--- src/rtl/ro_gate_ctrl.sv ---
// Gated ring-oscillator measurement controller: clears the external counter, opens the
// enable window for a fixed number of clk cycles, lets the count settle, then samples it.
module ro_gate_ctrl #(
    parameter int CNT_W         = 16,
    parameter int WINDOW_CYCLES = 1000,
    parameter int CLEAR_CYCLES  = 2,
    parameter int SETTLE_CYCLES = 4,
    parameter int CONTINUOUS    = 0
) (
    input  logic             clk,
    input  logic             reset,
    input  logic             start,
    output logic             cnt_reset,
    output logic             cnt_enable,
    input  logic [CNT_W-1:0] cnt_value,
    output logic [CNT_W-1:0] result,
    output logic             result_valid,
    input  logic             result_ready,
    output logic             busy
);

    localparam int MAX_WC  = (WINDOW_CYCLES > CLEAR_CYCLES) ? WINDOW_CYCLES : CLEAR_CYCLES;
    localparam int MAX_CYC = (MAX_WC > SETTLE_CYCLES) ? MAX_WC : SETTLE_CYCLES;
    localparam int TMR_W   = $clog2(MAX_CYC + 1);

    localparam logic [TMR_W-1:0] CLEAR_LD  = TMR_W'(CLEAR_CYCLES - 1);
    localparam logic [TMR_W-1:0] WINDOW_LD = TMR_W'(WINDOW_CYCLES - 1);
    localparam logic [TMR_W-1:0] SETTLE_LD = TMR_W'(SETTLE_CYCLES - 1);

    // state    | meaning
    // S_IDLE   | counter held in reset, waiting for start
    // S_CLEAR  | counter reset pulse before the window
    // S_GATE   | enable window open
    // S_SETTLE | gate closed, async count settling
    // S_SAMPLE | capture the frozen count
    // S_HOLD   | result presented, counter frozen until handshake
    typedef enum logic [2:0] {
        S_IDLE,
        S_CLEAR,
        S_GATE,
        S_SETTLE,
        S_SAMPLE,
        S_HOLD
    } state_t;

    state_t             state_q, state_d;
    logic [TMR_W-1:0]   timer_q, timer_d;
    logic [CNT_W-1:0]   result_q, result_d;
    logic               valid_q, valid_d;
    logic               cnt_reset_q, cnt_reset_d;
    logic               cnt_enable_q, cnt_enable_d;
    logic               busy_q, busy_d;

    always_ff @(posedge clk or posedge reset) begin
        if (reset) begin
            state_q      <= S_IDLE;
            timer_q      <= '0;
            result_q     <= '0;
            valid_q      <= 1'b0;
            cnt_reset_q  <= 1'b1;
            cnt_enable_q <= 1'b0;
            busy_q       <= 1'b0;
        end else begin
            state_q      <= state_d;
            timer_q      <= timer_d;
            result_q     <= result_d;
            valid_q      <= valid_d;
            cnt_reset_q  <= cnt_reset_d;
            cnt_enable_q <= cnt_enable_d;
            busy_q       <= busy_d;
        end
    end

    always_comb begin
        state_d  = state_q;
        timer_d  = (timer_q != '0) ? timer_q - TMR_W'(1) : '0;
        result_d = result_q;
        valid_d  = valid_q;

        case (state_q)
            S_IDLE: begin
                if (start) begin
                    state_d = S_CLEAR;
                    timer_d = CLEAR_LD;
                end
            end
            S_CLEAR: begin
                if (timer_q == '0) begin
                    state_d = S_GATE;
                    timer_d = WINDOW_LD;
                end
            end
            S_GATE: begin
                if (timer_q == '0) begin
                    state_d = S_SETTLE;
                    timer_d = SETTLE_LD;
                end
            end
            S_SETTLE: begin
                if (timer_q == '0) begin
                    state_d = S_SAMPLE;
                end
            end
            S_SAMPLE: begin
                state_d  = S_HOLD;
                result_d = cnt_value;
                valid_d  = 1'b1;
            end
            S_HOLD: begin
                if (result_ready) begin
                    valid_d = 1'b0;
                    timer_d = CLEAR_LD;
                    state_d = (CONTINUOUS != 0) ? S_CLEAR : S_IDLE;
                end
            end
            default: begin
                state_d = S_IDLE;
            end
        endcase

        // Outputs are registered from the next state so they switch on the same edge as the state.
        cnt_reset_d  = (state_d == S_IDLE) || (state_d == S_CLEAR);
        cnt_enable_d = (state_d == S_GATE);
        busy_d       = (state_d == S_CLEAR) || (state_d == S_GATE) ||
                       (state_d == S_SETTLE) || (state_d == S_SAMPLE);
    end

    assign cnt_reset    = cnt_reset_q;
    assign cnt_enable   = cnt_enable_q;
    assign result       = result_q;
    assign result_valid = valid_q;
    assign busy         = busy_q;

endmodule

--- config.mk ---
export PLATFORM = sky130hd
export DESIGN_NAME = ro_gate_ctrl
export DESIGN_NICKNAME = d
export VERILOG_FILES = /design/src/rtl/ro_gate_ctrl.sv
export SDC_FILE = /design/constraint.sdc
export NUM_CORES = 1
export LEC_CHECK = 0
export CAP_MARGIN = 20
export CORE_ASPECT_RATIO = 0.5
export CORE_MARGIN = 2
export CORE_UTILIZATION = 45
export DETAILED_ROUTE_END_ITERATION = 10
export PLACE_DENSITY_LB_ADDON = 0.08
export SYNTH_ARGS = -nofsm -noshare
export SYNTH_HDL_FRONTEND = slang
export SYNTH_SLANG_ARGS = --single-unit
--- constraint.sdc ---
create_clock -name clk -period 3.1 [get_ports clk]
set_input_delay 0.62 -clock clk [delete_from_list [all_inputs] [get_ports clk]]
set_output_delay 0.62 -clock clk [all_outputs]
set_load 0.01 [all_outputs]
==> results of run 1 <==
-- cell type report --
class                   count  area [um2]  area share, %
clock inverters             3        17.5          0.861
inverters                   3        11.3          0.554
multi-input cells          83         654           32.2
well taps                  40        50.0           2.46
repair buffers             41         405           19.9
flip-flops and latches     33         827           40.7
clock buffers               5        68.8           3.38
-- cells by family after synthesis --
| logic type | synth area share (%) |
|---|---|
| flip-flops | 54.5 |
| buffers and inverters | 2.39 |
| AO/OA/AOI/OAI | 10.9 |
| adder cells (fa/ha/maj) | 1.65 |
| AND/OR/NAND/NOR | 15.3 |
| XOR/XNOR | 3.46 |
| multiplexers | 11.9 |
-- Yosys cell counts, types with 3 or more instances --
cell type  count  area share (%)
a21oi_1        9             3.0
dfrtp_1       32              53
inv_1          3            0.74
mux2_1         3             2.2
mux2_2        13             9.6
nand2_1        6             1.5
nand2b_1       3             1.2
nor2_1        11             2.7
nor2b_1        4             1.6
xnor2_1        4             2.3
-- power breakdown --
group,leakage (nW),internal [mW],switching (mW)
clock network,0.0439,0.155,0.155
logic,0.416,0.317,0.236
registers,0.388,0.574,0.142
-- flip-flops by register name, indices dropped and copies added (netlist names) --
register	count
state_q	3
result_valid	1
cnt_reset	1
busy	1
cnt_enable	1
result	16
timer_q	10
-- worst paths after layout --
check,slack (ps),cells past startpoint,end
hold reg to reg,490,1,result[3]
min in group asynchronous,730,3,timer_q[8]
setup / recovery,1150,1,cnt_reset
setup reg to reg,1320,6,timer_q[9]
max in group asynchronous,2040,3,cnt_reset
hold / removal,490,1,result[3]
-- placed cells by master (no fill, tap or decap), types with 4 or more instances in the layout --
| cell type | Yosys | layout |
|---|---|---|
| nor2_1 | 11 | 11 |
| nand2_1 | 6 | 6 |
| xnor2_1 | 4 | 4 |
| a21oi_1 | 9 | 9 |
| clkbuf_8 | 0 | 5 |
| mux2_2 | 13 | 13 |
| dfrtp_1 | 32 | 32 |
| clkdlybuf4s50_1 | 0 | 39 |
| nor2b_1 | 4 | 4 |
-- per-stage QoR --
step	setup slack [ps]	utilization [%]
final	1150	65.6
after detailed placement	1060	62.8
after global placement	1070	62.8
after global routing	1080	65.6
after CTS	1130	65.6
after floorplan	1510	-
-- metal layers --
layer	share of wire [%]	track usage, %	vias to the layer above
li1	-	-	520
met1	49	23.6	525
met2	43	26.5	31
met4	0.72	6.67	0
met5	0	0	-
met3	6.5	6.40	2
==> flow_metrics.env, run 1 <==
export IMPL_max_slew_margin_pct=70.0
export IMPL_hold_viol=0
export IMPL_post_dp_cell_area_um2=1950
export IMPL_synth_cell_types=38
export IMPL_postCtsSetupBuffers=0
export IMPL_grt_pass1_wl_um=4870
export IMPL_cp_data_arrival_time_ps=1330
export IMPL_cp_cell_sequence="clkdlybuf4s50_1"
export IMPL_slowest_delay_ps=540
export IMPL_cts_sinks=33
export IMPL_r2r_start="timer_q[0]"
export IMPL_drive_above_1_share_pct=19.0
export IMPL_powerDensity_nw_per_um2=776
export IMPL_fmax_ghz=0.512
export IMPL_gp_congestion=0.794
export IMPL_hold_class="reg -> reg"
export IMPL_core_area_um2=3100
export IMPL_finalSetupViolCount=0
export IMPL_critPathLaunchType="flop"
export IMPL_route_detailed_drc=0
export IMPL_num_io_pins=40
export IMPL_track_usage_pct=17.5
export IMPL_tns_ps=0
export IMPL_synth_yosys_seq_area_share_pct=54.5
export IMPL_crit_type="reg -> out"
export IMPL_cts_tree="built"
export IMPL_placed_cells=200
export IMPL_areaGrowthSynthToFinish_pct=34.0
export IMPL_netlist_instances=123
export IMPL_hold_start="result[3]"
export IMPL_cp_num_buf_inv=1
export IMPL_drt_iter0_markers=17
export IMPL_synth_flop_cell="dfrtp_1"
export IMPL_fin_area_um2=2030
export IMPL_final_cells=208
export IMPL_grt_overflow_total=0
export IMPL_ant_nets=0
export IMPL_yosys_warnings=0
export IMPL_clk_latency_ps=280
export IMPL_fp_dieArea_um2=3880
export IMPL_cts_buffer_depth=2
export IMPL_firstDrtPassIters=4
export IMPL_clkTransAtPathRegs_ps=70
export IMPL_fillers=256
export IMPL_synth_nets=145
export IMPL_worstMarginPinSlew_ps=446
export IMPL_via_per_inst=5.18
export IMPL_cpMaxStageDelayCell="clkdlybuf4s50_1"
export IMPL_antenna_found_initial=0
export IMPL_totalPowerFinal_mw=1.58
export IMPL_crit_fanout=1
export IMPL_finalClockSkew_ps=3.25
export IMPL_cts_made_buffers=5
export IMPL_status="complete, no violations"
export IMPL_finalCriticalPeriod_ps=1950
export IMPL_ctsHtreeMaxLevel=2
export IMPL_wl_per_cell_um=14.1
export IMPL_n_antenna_cell=0
export IMPL_p_leak_nw=0.849
export IMPL_wirelength_um=2930
export IMPL_vias=1078
export IMPL_cts_resized=0
export IMPL_nets=189
export IMPL_cp_required_ps=2480
export IMPL_hold_ws_ps=487
export IMPL_synth_edff_count=0
export IMPL_dpl_hpwl_um=2120
export IMPL_peakVddDrop_v=0.000547
export IMPL_rsz0062_at_grt="no"
export IMPL_initial_utilization_pct=49.0
export IMPL_port_buffers=39
export IMPL_drv_cap=0
export IMPL_die_h_um=45.1
export IMPL_ys_async_sr_fraction_pct=100
export IMPL_die_w_um=86.1
export IMPL_rows=14
export IMPL_clockRootBuffer="clkbuf_8"
export IMPL_critical_path_endpoint_type="output port"
export IMPL_grt_max_degree=34
export IMPL_grt_pass1_vias=1013
export IMPL_slew_violations=0
export IMPL_syn_cell_area_um2=1520
export IMPL_crit_start="cnt_reset"
export IMPL_post_route_period_util_pct=63.0
export IMPL_syn_avg_cell_area_um2=12.3
export IMPL_ctsHoldBuffers=0
export IMPL_critPathTopFamily="buffers and inverters"
export IMPL_ys_ff_latch=33
Power figures use the tool's default switching activity.
==> inputs of run 2 (changes only) <==
==> constraint.sdc (replaced) <==
create_clock -name clk -period 2 [get_ports clk]
set_input_delay 0.4 -clock clk [delete_from_list [all_inputs] [get_ports clk]]
set_output_delay 0.4 -clock clk [all_outputs]
set_load 0.01 [all_outputs]
==> run 2 against run 1 <==
Global-route usage is 1.1 points lower; sequential share of layout area fell by 0.74 points; sequential cell count did not move; critical endpoint is now timer_q[9]; hold slack worse by 8.2 ps; largest power group unchanged; routed wire length is 3.3% lower.
==> flow_metrics.env, run 2 (same netlist as run 1, synthesis figures left out) <==
export IMPL_p_int_mw=1.79
export IMPL_postCtsSetupBuffers=0
export IMPL_antenna_found_initial=0
export IMPL_largest_reg_flops=16
export IMPL_drt_iter0_markers=21
export IMPL_fillers=249
export IMPL_cp_data_arrival_time_ps=1930
export IMPL_drv_cap=0
export IMPL_nets=190
export IMPL_grt_pass1_vias=1042
export IMPL_hold_start="result_valid"
export IMPL_min_to="result_valid"
export IMPL_dpl_hpwl_um=2000
export IMPL_n_antenna_cell=0
export IMPL_vias=1051
export IMPL_finalSetupViolCount=0
export IMPL_p_comb_share_pct=33.3
export IMPL_fmax_ghz=0.554
export IMPL_r2r_slack_ps=200
export IMPL_core_area_um2=3100
export IMPL_port_buffers=39
export IMPL_rsz0062_at_grt="no"
export IMPL_clk_latency_ps=270
export IMPL_clkTransAtPathRegs_ps=70
export IMPL_fp_dieArea_um2=3880
export IMPL_wl_per_cell_um=13.6
export IMPL_r2r_start="timer_q[0]"
export IMPL_cts_sinks=33
export IMPL_wirelength_um=2840
export IMPL_layout_commonest_cell="clkdlybuf4s50_1"
export IMPL_firstDrtPassIters=4
export IMPL_cts_tree="built"
export IMPL_track_usage_pct=16.4
export IMPL_reg2regPathDepth=6
export IMPL_p_leak_nw=0.868
export IMPL_final_cell_mix="clkdlybuf4s50_1 (39), dfrtp_1 (32), mux2_2 (13), nor2_1 (11), a21oi_1 (9)"
export IMPL_multi_input_area_um2=654
export IMPL_setup_slack_ps=196
export IMPL_crit_type="reg -> reg"
export IMPL_max_slew_margin_pct=68.9
export IMPL_p_seq_share_pct=42.2
export IMPL_die_w_um=86.1
export IMPL_critical_path_endpoint_type="flop"
export IMPL_clockRootBuffer="clkbuf_8"
export IMPL_finalClockSkew_ps=4.23
export IMPL_via_per_inst=5.03
export IMPL_switchingPower_mw=0.815
export IMPL_place_ws_ps=165
export IMPL_cp_required_ps=2120
export IMPL_route_detailed_drc=0
export IMPL_p_sw_share_pct=31.3
export IMPL_r2r_end="timer_q[9]"
export IMPL_areaGrowthSynthToFinish_pct=36.5
export IMPL_holdPathStages=1
export IMPL_num_io_pins=40
export IMPL_seq_area_um2=827
export IMPL_totalPowerFinal_mw=2.60
export IMPL_hold_class="reg -> reg"
export IMPL_cts_buffer_depth=2
export IMPL_finalCriticalPeriod_ps=1800
export IMPL_ctsHoldBuffers=0
export IMPL_critPathLaunchType="flop"
export IMPL_die_h_um=45.1
export IMPL_gp_congestion=0.780
export IMPL_initial_utilization_pct=49.0
export IMPL_worstMarginPinSlew_ps=463
export IMPL_crit_fanout=8
export IMPL_grt_pass1_wl_um=4800
export IMPL_grt_max_degree=34
export IMPL_clockPowerShare_pct=24.5
export IMPL_powerDensity_nw_per_um2=1260
export IMPL_peakVddDrop_v=0.000736
export IMPL_cts_resized=0
export IMPL_tns_ps=0
export IMPL_ctsHtreeMaxLevel=2
export IMPL_post_route_period_util_pct=90.2
export IMPL_hold_viol=0
export IMPL_cts_made_buffers=5
export IMPL_drive_above_1_share_pct=18.9
export IMPL_grt_overflow_total=0
export IMPL_ant_nets=0
export IMPL_status="complete, no violations"
export IMPL_slew_violations=0
export IMPL_rows=14
==> run 2: changes by cell type in the layout (fill, tap and decap cells not counted), sizes merged <==
cell      previous run  this run
buf                  2         3
bufinv               0         1
clkbuf               5         7
clkinv               2         0
clkinvlp             1         0
==> run 2: area by class of cell <==
class / instances / area share (%)
repair buffers: 42 / 19.9
clock inverters: 1 / 1.45
well taps: 40 / 2.42
flip-flops and latches: 33 / 39.9
clock buffers: 7 / 4.17
inverters: 3 / 0.543
multi-input cells: 83 / 31.6
==> run 2: critical path: stages (launching register included) <==
cell	delay, ps
dfrtp_1	400
inv_1	100
ha_1	150
nor2b_1	390
nand3_4	200
o21ai_2	320
a311oi_1	100
==> run 2: metrics by stage <==
step           util [%]  area [um2]  cells  hold WS, ps
5_1_grt            66.8        2070    209          511
2_1_floorplan         -        1520    123          461
3_5_place_dp       63.1        1960    201          467
6_report           66.8        2070    209          479
4_1_cts            66.8        2070    209          483
3_3_place_gp       63.1        1960    201          460
==> run 2: routing by layer <==
metal | global-route usage (%) | wire [um] | vias up
li1 | - | - | 522
met1 | 21.5 | 1400 | 498
met2 | 26.8 | 1250 | 29
met3 | 6.58 | 174 | 2
met4 | 2.86 | 11 | 0
met5 | 0 | 0 | -
==> run 2: how the worst max path moves through the flow <==
stage	start	to	slack (ps)	cells after the start
after global placement	start	timer_q[9]	200	5
after floorplan	timer_q[0]	timer_q[8]	410	5
after CTS	timer_q[0]	timer_q[9]	220	6
after global routing	timer_q[0]	timer_q[9]	80	6
after detailed placement	start	timer_q[9]	170	5
final	timer_q[0]	timer_q[9]	200	6
==> run 2: power groups by stage <==
stage          Clock [mW]  Sequential (mW)  Combinational, mW
3_3_place_gp            0             1.10              0.851
3_5_place_dp            0             1.11              0.865
6_report            0.638             1.10              0.866
2_1_floorplan           0             1.11              0.512
4_1_cts             0.661             1.10              0.876
5_1_grt             0.693             1.13              0.954
